`config.mk`:
```
export PLATFORM = sky130hd
export DESIGN_NAME = spi_txn_arbiter
export DESIGN_NICKNAME = d
export VERILOG_FILES = /design/src/rtl/spi_txn_arbiter.sv
export SDC_FILE = /design/constraint.sdc
export NUM_CORES = 1
export LEC_CHECK = 0
export CELL_PAD_IN_SITES_DETAIL_PLACEMENT = 0
export CELL_PAD_IN_SITES_GLOBAL_PLACEMENT = 1
export CORE_MARGIN = 5
export CORE_UTILIZATION = 35
export DETAILED_ROUTE_END_ITERATION = 10
export GPL_ROUTABILITY_DRIVEN = 0
export GPL_TIMING_DRIVEN = 0
export PLACE_DENSITY_LB_ADDON = 0.1
export RECOVER_POWER = 100
export SETUP_SLACK_MARGIN = 0.4
export SLEW_MARGIN = 15
export SYNTH_ARGS = -nofsm -noshare
export SYNTH_HDL_FRONTEND = slang
export SYNTH_SLANG_ARGS = --single-unit
export TNS_END_PERCENT = 30
```
`constraint.sdc`:
```
create_clock -name PCLK -period 3.4 [get_ports PCLK]
set_input_delay 0.68 -clock PCLK [delete_from_list [all_inputs] [get_ports PCLK]]
set_output_delay 0.68 -clock PCLK [all_outputs]
set_load 0.01 [all_outputs]
```
`src/rtl/spi_txn_arbiter.sv`:
```
// Round-robin sequencer sharing one APB-style SPI master register port among four requesters.
// Each grant runs CONFIG/TX/CMD writes, polls STATE until idle or timeout, then reads RX back.
module spi_txn_arbiter #(
  parameter int unsigned SETTLE_CYC   = 2,
  parameter int unsigned POLL_TIMEOUT = 255,
  parameter logic [7:0]  CMD_START    = 8'h01
) (
  input  logic        PCLK,
  input  logic        PRESETn,
  input  logic [3:0]  req,
  input  logic [31:0] req_cfg,
  input  logic [31:0] req_tx,
  output logic [3:0]  grant,
  output logic [3:0]  done,
  output logic        err,
  output logic [7:0]  rx_data,
  output logic        o_WR0,
  output logic        o_WR1,
  output logic        o_WR2,
  output logic        o_WR3,
  output logic        o_DR0,
  output logic        o_DR1,
  output logic        o_DR2,
  output logic        o_DR3,
  output logic [7:0]  o_PWDATA,
  input  logic [7:0]  i_PRDATA
);

  typedef enum logic [3:0] {
    IDLE, CFG, TX, CMD, SETTLE, POLL, POLL_GAP, READ, DONE
  } state_t;

  state_t      state, state_nxt;
  logic [1:0]  g_idx, g_nxt, rr_ptr, rr_nxt, pick;
  logic        found;
  logic [7:0]  cfg_q, cfg_nxt, tx_q, tx_nxt;
  logic [3:0]  settle_cnt, settle_nxt;
  logic [7:0]  poll_cnt, poll_nxt, poll_inc;
  logic        err_flag, err_flag_nxt;
  logic [7:0]  rx_nxt, pwdata_nxt;
  logic [3:0]  grant_nxt, done_nxt, g_onehot;
  logic        err_nxt, wr0_nxt, wr1_nxt, wr3_nxt, dr0_nxt, dr1_nxt;

  assign o_WR2 = 1'b0;
  assign o_DR2 = 1'b0;
  assign o_DR3 = 1'b0;

  // Search starts one past the last served requester, wrapping modulo 4.
  always_comb begin
    found = 1'b0;
    pick  = rr_ptr;
    for (int unsigned k = 1; k <= 4; k++) begin
      if (!found && req[2'(rr_ptr + 2'(k))]) begin
        found = 1'b1;
        pick  = 2'(rr_ptr + 2'(k));
      end
    end
  end

  always_comb begin
    state_nxt    = state;
    g_nxt        = g_idx;
    rr_nxt       = rr_ptr;
    cfg_nxt      = cfg_q;
    tx_nxt       = tx_q;
    settle_nxt   = settle_cnt;
    poll_nxt     = poll_cnt;
    poll_inc     = poll_cnt + 8'd1;
    err_flag_nxt = err_flag;
    rx_nxt       = rx_data;
    case (state)
      IDLE: begin
        if (found) begin
          g_nxt     = pick;
          cfg_nxt   = req_cfg[{pick, 3'b000} +: 8];
          tx_nxt    = req_tx[{pick, 3'b000} +: 8];
          state_nxt = CFG;
        end
      end
      CFG: state_nxt = TX;
      TX:  state_nxt = CMD;
      CMD: begin
        settle_nxt = 4'(SETTLE_CYC - 1);
        state_nxt  = SETTLE;
      end
      SETTLE: begin
        if (settle_cnt == '0) state_nxt = POLL;
        else                  settle_nxt = settle_cnt - 4'd1;
      end
      POLL: begin
        poll_nxt = poll_inc;
        if (!i_PRDATA[0]) begin
          state_nxt = READ;
        end else if (poll_inc == 8'(POLL_TIMEOUT)) begin
          err_flag_nxt = 1'b1;
          state_nxt    = DONE;
        end else begin
          state_nxt = POLL_GAP;
        end
      end
      POLL_GAP: state_nxt = POLL;
      READ: begin
        rx_nxt    = i_PRDATA;
        state_nxt = DONE;
      end
      DONE: begin
        rr_nxt       = g_idx;
        poll_nxt     = '0;
        err_flag_nxt = 1'b0;
        state_nxt    = IDLE;
      end
      default: state_nxt = IDLE;
    endcase

    // Outputs are decoded from the next state so the registered copy lines up with the state.
    g_onehot  = 4'b0001 << g_nxt;
    wr0_nxt   = (state_nxt == CFG);
    wr1_nxt   = (state_nxt == TX);
    wr3_nxt   = (state_nxt == CMD);
    dr0_nxt   = (state_nxt == POLL);
    dr1_nxt   = (state_nxt == READ);
    grant_nxt = (state_nxt inside {CFG, TX, CMD, SETTLE, POLL, POLL_GAP, READ}) ? g_onehot : '0;
    done_nxt  = (state_nxt == DONE) ? g_onehot : '0;
    err_nxt   = (state_nxt == DONE) && err_flag_nxt;
    case (state_nxt)
      CFG:     pwdata_nxt = cfg_nxt;
      TX:      pwdata_nxt = tx_nxt;
      CMD:     pwdata_nxt = CMD_START;
      default: pwdata_nxt = '0;
    endcase
  end

  always_ff @(posedge PCLK) begin
    if (!PRESETn) begin
      state      <= IDLE;
      g_idx      <= '0;
      rr_ptr     <= 2'd3;
      cfg_q      <= '0;
      tx_q       <= '0;
      settle_cnt <= '0;
      poll_cnt   <= '0;
      err_flag   <= 1'b0;
      rx_data    <= '0;
      grant      <= '0;
      done       <= '0;
      err        <= 1'b0;
      o_WR0      <= 1'b0;
      o_WR1      <= 1'b0;
      o_WR3      <= 1'b0;
      o_DR0      <= 1'b0;
      o_DR1      <= 1'b0;
      o_PWDATA   <= '0;
    end else begin
      state      <= state_nxt;
      g_idx      <= g_nxt;
      rr_ptr     <= rr_nxt;
      cfg_q      <= cfg_nxt;
      tx_q       <= tx_nxt;
      settle_cnt <= settle_nxt;
      poll_cnt   <= poll_nxt;
      err_flag   <= err_flag_nxt;
      rx_data    <= rx_nxt;
      grant      <= grant_nxt;
      done       <= done_nxt;
      err        <= err_nxt;
      o_WR0      <= wr0_nxt;
      o_WR1      <= wr1_nxt;
      o_WR3      <= wr3_nxt;
      o_DR0      <= dr0_nxt;
      o_DR1      <= dr1_nxt;
      o_PWDATA   <= pwdata_nxt;
    end
  end

endmodule
```
# Word-level counts from Yosys, hierarchy flattened
# Cells that the tools add are included.
word_totals:
  output_inout_bits: 33
  ff_bits: 67
  inputBits: 78
classes:
  n_shift: 3
  n_lt_le_gt_ge: 4
  n_eq_ne: 18
  addsub: 5
  muxes: 34
  reduce_logical: 15
ops:
  columns: ["op", "n"]
  rows:
  - ["$shiftx A32 B6 Y8", 2]
  - ["$eq A4 B3 Y1 const B", 8]
  - ["$mux W8", 4]
  - ["$pmux W4 S8", 1]
  - ["$pmux W8 S3", 1]
  - ["$mux W4", 5]
  - ["$eq A4 B2 Y1 const B", 4]
  - ["$pmux W8 S2", 1]
  - ["$lt A2 B3 Y1 const B", 4]
  - ["$mux W2", 6]
  - ["$mux W1", 10]
  - ["$add A8 B1 Y8 const B", 1]
  - ["$bmux W1 S2", 4]
  - ["$eq A4 B1 Y1 const B", 2]
  - ["$eq A4 B4 Y1 const B", 2]
  - ["$eq A8 B8 Y1 const B", 1]
  - ["$logic_not A4 Y1", 2]
  - ["$pmux W4 S2", 1]
  - ["$reduce_bool A7 Y1", 1]
  - ["$reduce_and A2 Y1", 3]
  - ["$add A2 B2 Y2 const B", 2]
  - ["$logic_and A1 B1 Y1", 4]
  - ["$reduce_bool A2 Y1", 2]
  - ["$shl A1 B2 Y4 const A", 1]
  - ["other kinds (5)", 7]

# Logic depth before layout (Yosys ltp)
depth:
  depth_word: 18
  ltp_mapped: 9
  depth_no_buf: 7

# Least setup slack after synthesis
# OpenSTA, ideal clock, no wires.
synth_path:
  path_type: "input to register"
  start: "input port req[2]"
  end: "register o_PWDATA[0]"
  setup_slack_ps: 1283
  t_required_ps: 3260
  arrival_ps: 1977
  n_path_buf: 0
  stages: 5
  cell_sequence: "or4_1 -> nand2_1 -> a21oi_1 -> o41ai_4 -> a31oi_1"
synth_via:
  elab_chain_len: 16
  elab_cells_between_ends: 34
synth_rtl:
  columns: ["element", "line", "source"]
  rows:
  - ["start, declared", "10", "input logic [3:0] req,"]
  - ["$bmux W1 S2", "53", "if (!found && req[2'(rr_ptr + 2'(k))]) begin"]
  - ["$mux W1 (implied by the code)", "53", null]
  - ["$mux W1", "53", null]
  - ["$logic_not A1 Y1", "53", null]
  - ["$logic_and A1 B1 Y1", "53", null]
  - ["$mux W1", "53", null]
  - ["$logic_not A1 Y1", "53", null]
  - ["$logic_and A1 B1 Y1", "53", null]
  - ["$mux W1", "53", null]
  - ["$logic_not A1 Y1", "53", null]
  - ["$logic_and A1 B1 Y1", "53", null]
  - ["$mux W2 or $mux W1 (tied branches)", "53", null]
  - ["$shiftx A32 B6 Y8 (tied with other cells)", "76", "tx_nxt = req_tx[{pick, 3'b000} +: 8];"]
  - ["$mux W8 or $pmux W4 S8 (tied branches)", "73, 71", null]
  - ["$mux W8 (tied with other cells)", "71", "case (state)"]
  - ["$pmux W8 S3 *", "125", "case (state_nxt)"]
  - ["end signal, assigned", "171", "o_PWDATA <= pwdata_nxt;"]
  - ["end, declared", "25", "output logic [7:0] o_PWDATA,"]
# Every way passes the cells marked *; elsewhere a longest branch is shown, timed or not. The select of a mux whose other input is x is not followed.
# A chain may end at the register's enable or synchronous reset.

# Worst setup path in the final report
layout_path:
  start: "input port i_PRDATA[0]"
  end: "register o_PWDATA[3]"
layout_via:
  elab_chain_len: 4
  elab_cells_between_ends: 6
layout_rtl:
  columns: ["element", "line", "source"]
  rows:
  - ["start, declared", "26", "input logic [7:0] i_PRDATA"]
  - ["$mux W4 *", "92", "if (!i_PRDATA[0]) begin"]
  - ["$pmux W4 S8 *", "71", null]
  - ["$eq A4 B2 Y1 or $eq A4 B1 Y1 (tied branches)", "125", null]
  - ["$pmux W8 S3 *", "125", null]
# Every way passes the cells marked *; elsewhere a longest branch is shown, timed or not.

==> metrics <==
Worst EP required between 3 and 4 ns; total routed wirelength 10.1 mm; Critical Path Source Type primary input; Die H roughly 110 µm; Routed wire per std cell around 16 µm; Fmax about 0.35 GHz; Pwr per Cell Area around 590 nW/µm²; layout cells sized above 1 0.0928; CTS H-tree depth 3; die width about 110 µm; area grow syn2layout 43.6%; clk root buf clkbuf_8; number of max-cap violations 0; DR pass1 iterations 4; post-route cell area roughly 4700 µm²; CTS max path bufs 2; Syn Inst Count ~390; first-pass GRT wire length approximately 16 mm; clock latency on the worst-skew pair about 0.35 ns; worst-path maximum fanout 8; GRT Total Usage 0.182; relative slew slack 0.448; area leader, netlist dfxtp_1; CP Cell Sequence clkdlybuf4s50_1 > nor4bb_1 > a211oi_1 > a21oi_1 > o41ai_4 > a31oi_1; vias in the first global route 3,284; TritonCTS sink count 59; status finished, final reports clean; post-CTS setup buffers 0; EDFF count, synth 0; fin crit period about 2.8 ns; Min-Delay Path Class flop to flop; Synth warnings 0; Core Area between 9000 and 10,000 µm²; Cell variety after synth 53; Clock Pin Slew Worst Setup and Hold Paths around 0.080 ns; HPWL after detailed placement between 7 and 8 mm; CTS Hold Bufs 0; ant diodes 0; Die ar. approximately 11,000 µm²; initial antenna violation count 0; I/O pin count 111; Synth top area share 0.361; sequential-to-total area share from yosys stat 0.361; pin count of the biggest net entering global routing 13; Util after Layout 0.511; unrepaired setup endpoints after global routing no; Area after DPL 4490 µm²; Initial Utilization 0.356; slowest stage delay, CP 0.68 ns; Setup Viol. Count Final 0; Power Total around 2.8 mW; clk_skew 0.00873 ns; setup TNS 0 ns; P_leak 1.77 nW; Fillers 902; register area roughly 1200 µm²; endpoints failing hold 0; Residual DRC 0; Critical Path AT roughly 3 ns; routed vias 3,302; crit path kind primary input to flop; Worst VDD drop roughly 210 µV; max-slew violation count 0; Vias/cell between 5 and 6; Slew @ Worst Pin approximately 0.8 ns; Mapped Area between 3000 and 4000 µm²; Top FF cell, synth dfxtp_1; area of the multi-input gates ~1900 µm²; total CTS buffers 9; GRT overflow 0; PortBufs around 110; Resize count post-CTS 0; Total Nets Final 594; Syn Area/Cell 8.35 µm²; async set-reset flop share out of synthesis 0; CP Capture Type flop; dominant cells by area after synthesis dfxtp_1 (36%), nand2_1 (4.8%), a211oi_1 (4.4%), a21boi_0 (3.7%), nand4_1 (3.2%); slowest CP cell a211oi_1; period utilisation layout 0.836; row cnt 35; Seq cells post-synth approximately 60; CTS tree done; initial drt markers ~150; DRT antenna net count 0
==> cell usage after synthesis (6+ instances only) <==
| master | number |
|---|---|
| a211oi_1 | 19 |
| a21boi_0 | 16 |
| a21o_1 | 14 |
| a21oi_1 | 21 |
| a31oi_1 | 12 |
| and2_1 | 8 |
| buf_2 | 9 |
| buf_4 | 6 |
| clkbuf_1 | 18 |
| dfxtp_1 | 59 |
| inv_1 | 7 |
| mux2_2 | 6 |
| nand2_1 | 42 |
| nand3_1 | 15 |
| nand4_1 | 17 |
| nor2_1 | 18 |
| nor2b_1 | 7 |
| nor3_1 | 15 |
| o211ai_1 | 10 |
| o31ai_1 | 10 |
==> metrics by stage <==
step	instances	worst slack, ns	hold slack (ns)
floorplan	394	1.28	0.445
global placement	612	0.448	0.443
detailed placement	612	0.425	0.453
CTS	628	0.795	0.466
global route	628	0.383	0.474
finish	628	0.556	0.459
==> logic make-up after synthesis <==
kind of cell / Yosys count / share of synthesized area
simple gates: 147 / 0.232
compound gates: 120 / 0.269
fa+ha+maj: 4 / 0.0153
xor+xnor: 8 / 0.0214
flops: 59 / 0.361
other cells: 1 / 0.00115
mux: 9 / 0.0321
buf+inv: 44 / 0.0676
==> layout make-up <==
type                       instances  share of cell area
buffer                            36              0.0407
clock buffer                       9              0.0263
clock inverter                     7              0.0215
inverter                           8             0.00638
multi-input combinational        291               0.397
sequential                        59               0.251
tap                              111              0.0295
timing repair buffer             107               0.228
==> state kept, by name, summed over array words and instances, names as in the netlist <==
| name | flops |
|---|---|
| settle_cnt | 4 |
| rx_data | 8 |
| o_WR3 | 1 |
| o_DR0 | 1 |
| o_WR0 | 1 |
| err_flag | 1 |
| state | 4 |
| g_idx | 2 |
| rr_ptr | 2 |
| tx_q | 8 |
| o_PWDATA | 8 |
| poll_cnt | 8 |
| done | 4 |
| grant | 4 |
| o_DR1 | 1 |
| o_WR1 | 1 |
| err | 1 |
==> metal layers <==
metal  wire length, µm  global-route usage  up-vias  share of wire
met5                 0                   0        -              0
met4                50              0.0338        0         0.0050
met3               521              0.0524        4          0.052
met2              4620               0.293       85           0.46
met1              4880               0.244     1533           0.48
li1                  -                   -     1680              -
==> layout by cell type, fill, tap and decap left out, types with 4 or more instances in the layout <==
cell type / synthesis / layout
a21boi_0: 16 / 16
clkbuf_8: 0 / 9
a21o_1: 14 / 14
nor3_1: 15 / 15
nor2b_1: 7 / 7
buf_4: 6 / 6
dlygate4sd3_1: 0 / 32
clkdlybuf4s50_1: 0 / 75
and3_1: 4 / 4
buf_2: 9 / 9
nor2_1: 18 / 18
xor2_1: 5 / 5
mux2_2: 6 / 6
dfxtp_1: 59 / 59
nand2_1: 42 / 43
a31oi_1: 12 / 13
and2_1: 8 / 6
clkbuf_1: 18 / 18
nand3_1: 15 / 15
o211ai_1: 10 / 10
ha_1: 4 / 4
o31ai_1: 10 / 10
a211oi_1: 19 / 20
inv_1: 7 / 8
a21oi_1: 21 / 21
o21a_1: 5 / 5
nand4_1: 17 / 17
==> path summary, 6_finish.rpt <==
path	startpoint	to	slack [ns]	depth (start not counted)
worst max-delay path	i_PRDATA[0]	o_PWDATA[3]	0.56	6
worst min register to register	rx_data[3]	rx_data[3]	0.46	2
worst max register to register	settle_cnt[0]	o_PWDATA[3]	0.76	7
worst min-delay path	rx_data[3]	rx_data[3]	0.46	2
==> worst max-delay path: cells and delay by family <==
kind	cells	cell delay [ns]
compound gates	4	1.74
simple gates	1	0.08
buf+inv	1	0.55
==> power by group <==
| part | switching [mW] | total [mW] | internal [mW] |
|---|---|---|---|
| Sequential | 0.0869 | 0.927 | 0.841 |
| Clock | 0.307 | 0.724 | 0.417 |
| Combinational | 0.621 | 1.12 | 0.497 |
| Total | 1.01 | 2.77 | 1.75 |
Note: power is estimated with default switching activity, not from simulation.
==> variant: new RTL, config.mk and constraints unchanged <==
The output `err` loses its register stage (`err` becomes a continuous assignment).
--- a/src/rtl/spi_txn_arbiter.sv
+++ b/src/rtl/spi_txn_arbiter.sv
@@ -145,3 +145,2 @@
       done       <= '0;
-      err        <= 1'b0;
       o_WR0      <= 1'b0;
@@ -164,3 +163,2 @@
       done       <= done_nxt;
-      err        <= err_nxt;
       o_WR0      <= wr0_nxt;
@@ -174,2 +172,4 @@
 
+  assign err = err_nxt;
+
 endmodule
Behaviour: no difference found for any inputs over 10 cycles, from zero or initial values and one cycle with PRESETn low; that may be too few to reach the edited logic, so the function may still have changed.
==> variant against the original RTL <==
- sequential share of layout area grew 0.71 points
- synthesized area decreased by 4.6%
- combinational power fell by 31%
- non-clock buffer count down 11
- total power is 15% lower
- largest power group is now registers
- highest routed layer unchanged
- design area is 4.2% lower
- routed wire length shrank 4.9%
- worst setup slack got worse by 0.080 ns
- clock power up 3.5%
- count of clock-buffer cells in the layout is 3 higher
- register-to-register slack better by 0.36 ns
- sequential cell count fell by 1
- critical path type unchanged
==> variant: results (changes against the original RTL) <==
- Status: finished, final reports clean (unchanged)
- Seq/Total Area, Yosys: 37.2% (was 36.1%)
- Top_reg_cell synth: dfxtp_1 (unchanged)
- Placed inst area: 0.00434 mm² (was 0.00449 mm²)
- Proportion of layout cells with a drive suffix above 1: 9.49% (was 9.28%)
- Critical Path Fanout Max: 10 (was 8)
- CTS buffer count: 9 (unchanged)
- CP Class: in -> reg (unchanged)
- Met1 WL: 4.41 mm (was 4.88 mm)
- FFs w/ async S/R, synth: 0% (unchanged)
- Top layer in use: met4 (unchanged)
- Compound-Gate Fraction of Synth Area: 22.2% (was 26.9%)
- Reg clk slew, reported paths: 0.07 ns
- R2R Path Start: rr_ptr[0] (was settle_cnt[0])
- Max VDD drop: 0.000290 V (was 0.000211 V)
- Initial drt markers: 112 (was 152)
- Global-route wire length before repair: 15.7 mm (was 16.4 mm)
- Worst Path Arrival: 3.12 ns (was 3.05 ns)
- Setup Skew: 0.00515 ns (was 0.00873 ns)
- CP max-delay cell: o21ai_1 (was a211oi_1)
- Post-DP HPWL: 7.47 mm (was 7.87 mm)
- CP Capture Point: tx_q[0] (was o_PWDATA[3])
- Vias in the first global route: 3,001 (was 3,284)
- Final net count: 551 (was 594)
- Xor/xnor cell area share of the yosys netlist: 1.96% (was 2.14%)
- Worst stage delay on the critical path: 0.77 ns (was 0.68 ns)
- IO Port Bufs: 107 (unchanged)
- Ranking of synthesized cells by area: dfxtp_1 37%, mux2i_1 5.8%, nand2_1 4.6% (was dfxtp_1 36%, nand2_1 4.8%, a211oi_1 4.4%)
- Drt first pass iters: 4 (unchanged)
- Initial antenna violation count: 0 (unchanged)
- Reg2reg path depth: 6 (was 7)
- Post-synthesis adder-cell area fraction: 1.60% (was 1.53%)
- Power Internal: 0.00162 W (was 0.00175 W)
- Syn. warnings: 0 (unchanged)
- Clk Latency, worst-skew pair: 0.33 ns (was 0.35 ns)
- Clk buf depth: 2 (unchanged)
- R2R Setup Slk: 1.12 ns (was 0.76 ns)
- Worst rel slew slack: 34.9% (was 44.8%)
- Synth cell count leaders: 58 x dfxtp_1, 38 x nand2_1, 26 x nand3_1 (was 59 x dfxtp_1, 42 x nand2_1, 21 x a21oi_1)
- HP Class: reg -> reg (unchanged)
- Tot GR Track Use: 17.4% (was 18.2%)
- Largest net degree at the start of global routing: 11 (was 13)
- Met2 wire len: 4.55 mm (was 4.62 mm)
- Lkg Pwr: 1.80 nW (was 1.77 nW)
- ANT cells: 0 (unchanged)
- DR WL met3: 489 µm (was 521 µm)
- Family with the most delay on the worst path: buffers and inverters (was compound AO/OA/AOI/OAI gates)
- CTS root buffer: clkbuf_8 (unchanged)
- WL/cell: 16.5 µm (was 16.0 µm)
- Netlist cell types: 65 (was 53)
- CP Launch Point: req[3] (was i_PRDATA[0])
- DR vias: 2,965 (was 3,302)
- # H-tree levels: 3 (unchanged)
- Mux cell area share after synthesis: 8.17% (was 3.21%)
## variant: cell count changes in the layout (fill, tap and decap cells not counted), sizes merged, moves of 10 or more
cell / delta
a211oi: -11
a21boi: -13
a21o: -13
a31oi: -10
mux2i: +18
nand3: +12
nand4: -17
o21ai: +15
## variant: metrics by stage
| step | instances | setup TNS, ns | worst slack [ns] | hold WS, ns |
|---|---|---|---|---|
| final | 582 | 0 | 0.476 | 0.450 |
| after global routing | 582 | 0 | 0.244 | 0.474 |
| after floorplan | 350 | 0 | 1.07 | 0.439 |
| after CTS | 582 | 0 | 0.427 | 0.457 |
| after global placement | 565 | -0.0360 | -0.0360 | 0.442 |
| after detailed placement | 565 | -0.0542 | -0.0542 | 0.448 |
## variant: cells by family after synthesis
group / after synthesis
other cells: 1
flops: 58
xor+xnor: 7
fa+ha+maj: 4
buf+inv: 33
mux: 24
compound gates: 88
simple gates: 133
## variant: tightest hold or removal path, cell delays in order, from the launching register on
cell and delay (ns):
dfxtp_1 0.31, nand2_1 0.05, a21oi_1 0.05
## variant: timing repair
item                                    in CTS  in global routing
hold buffers                                 0                  0
endpoints found under the setup margin       1                  1
buffers inserted                             1                  0
resized for setup                            1                  5
pin swaps                                    1                  0
## variant: how the worst min path moves through the flow
stage	endpoint	from	slack (ns)	cells after the start
2_1_floorplan	err_flag	err_flag	0.44	2
3_3_place_gp	rx_data[6]	rx_data[6]	0.44	2
3_5_place_dp	rx_data[4]	rx_data[4]	0.45	2
4_1_cts	rx_data[6]	rx_data[6]	0.46	2
5_1_grt	rx_data[1]	rx_data[1]	0.47	2
6_report	rx_data[6]	rx_data[6]	0.45	2
## variant: power groups by stage
stage | registers [W] | clock network, W | logic [W]
after detailed placement | 0.000865 | 0 | 0.000820
after floorplan | 0.000868 | 0 | 0.000482
after CTS | 0.000850 | 0.000767 | 0.000825
final | 0.000847 | 0.000749 | 0.000770
after global placement | 0.000862 | 0 | 0.000813
after global routing | 0.000859 | 0.000797 | 0.000855
## variant: routing by layer
layer,vias to the layer above,GRT usage [%]
met5,-,0
met4,0,5.00
met3,13,3.85
met2,88,28.9
met1,1351,22.7
li1,1513,-
## variant: area by class of cell
type,count,area (µm²)
fill,858,4220
multi-input combinational,259,1730
sequential,58,1160
timing repair buffer,108,1070
clock buffer,12,165
buffer,24,135
tap,108,135
clock inverter,4,72.6
inverter,9,33.8
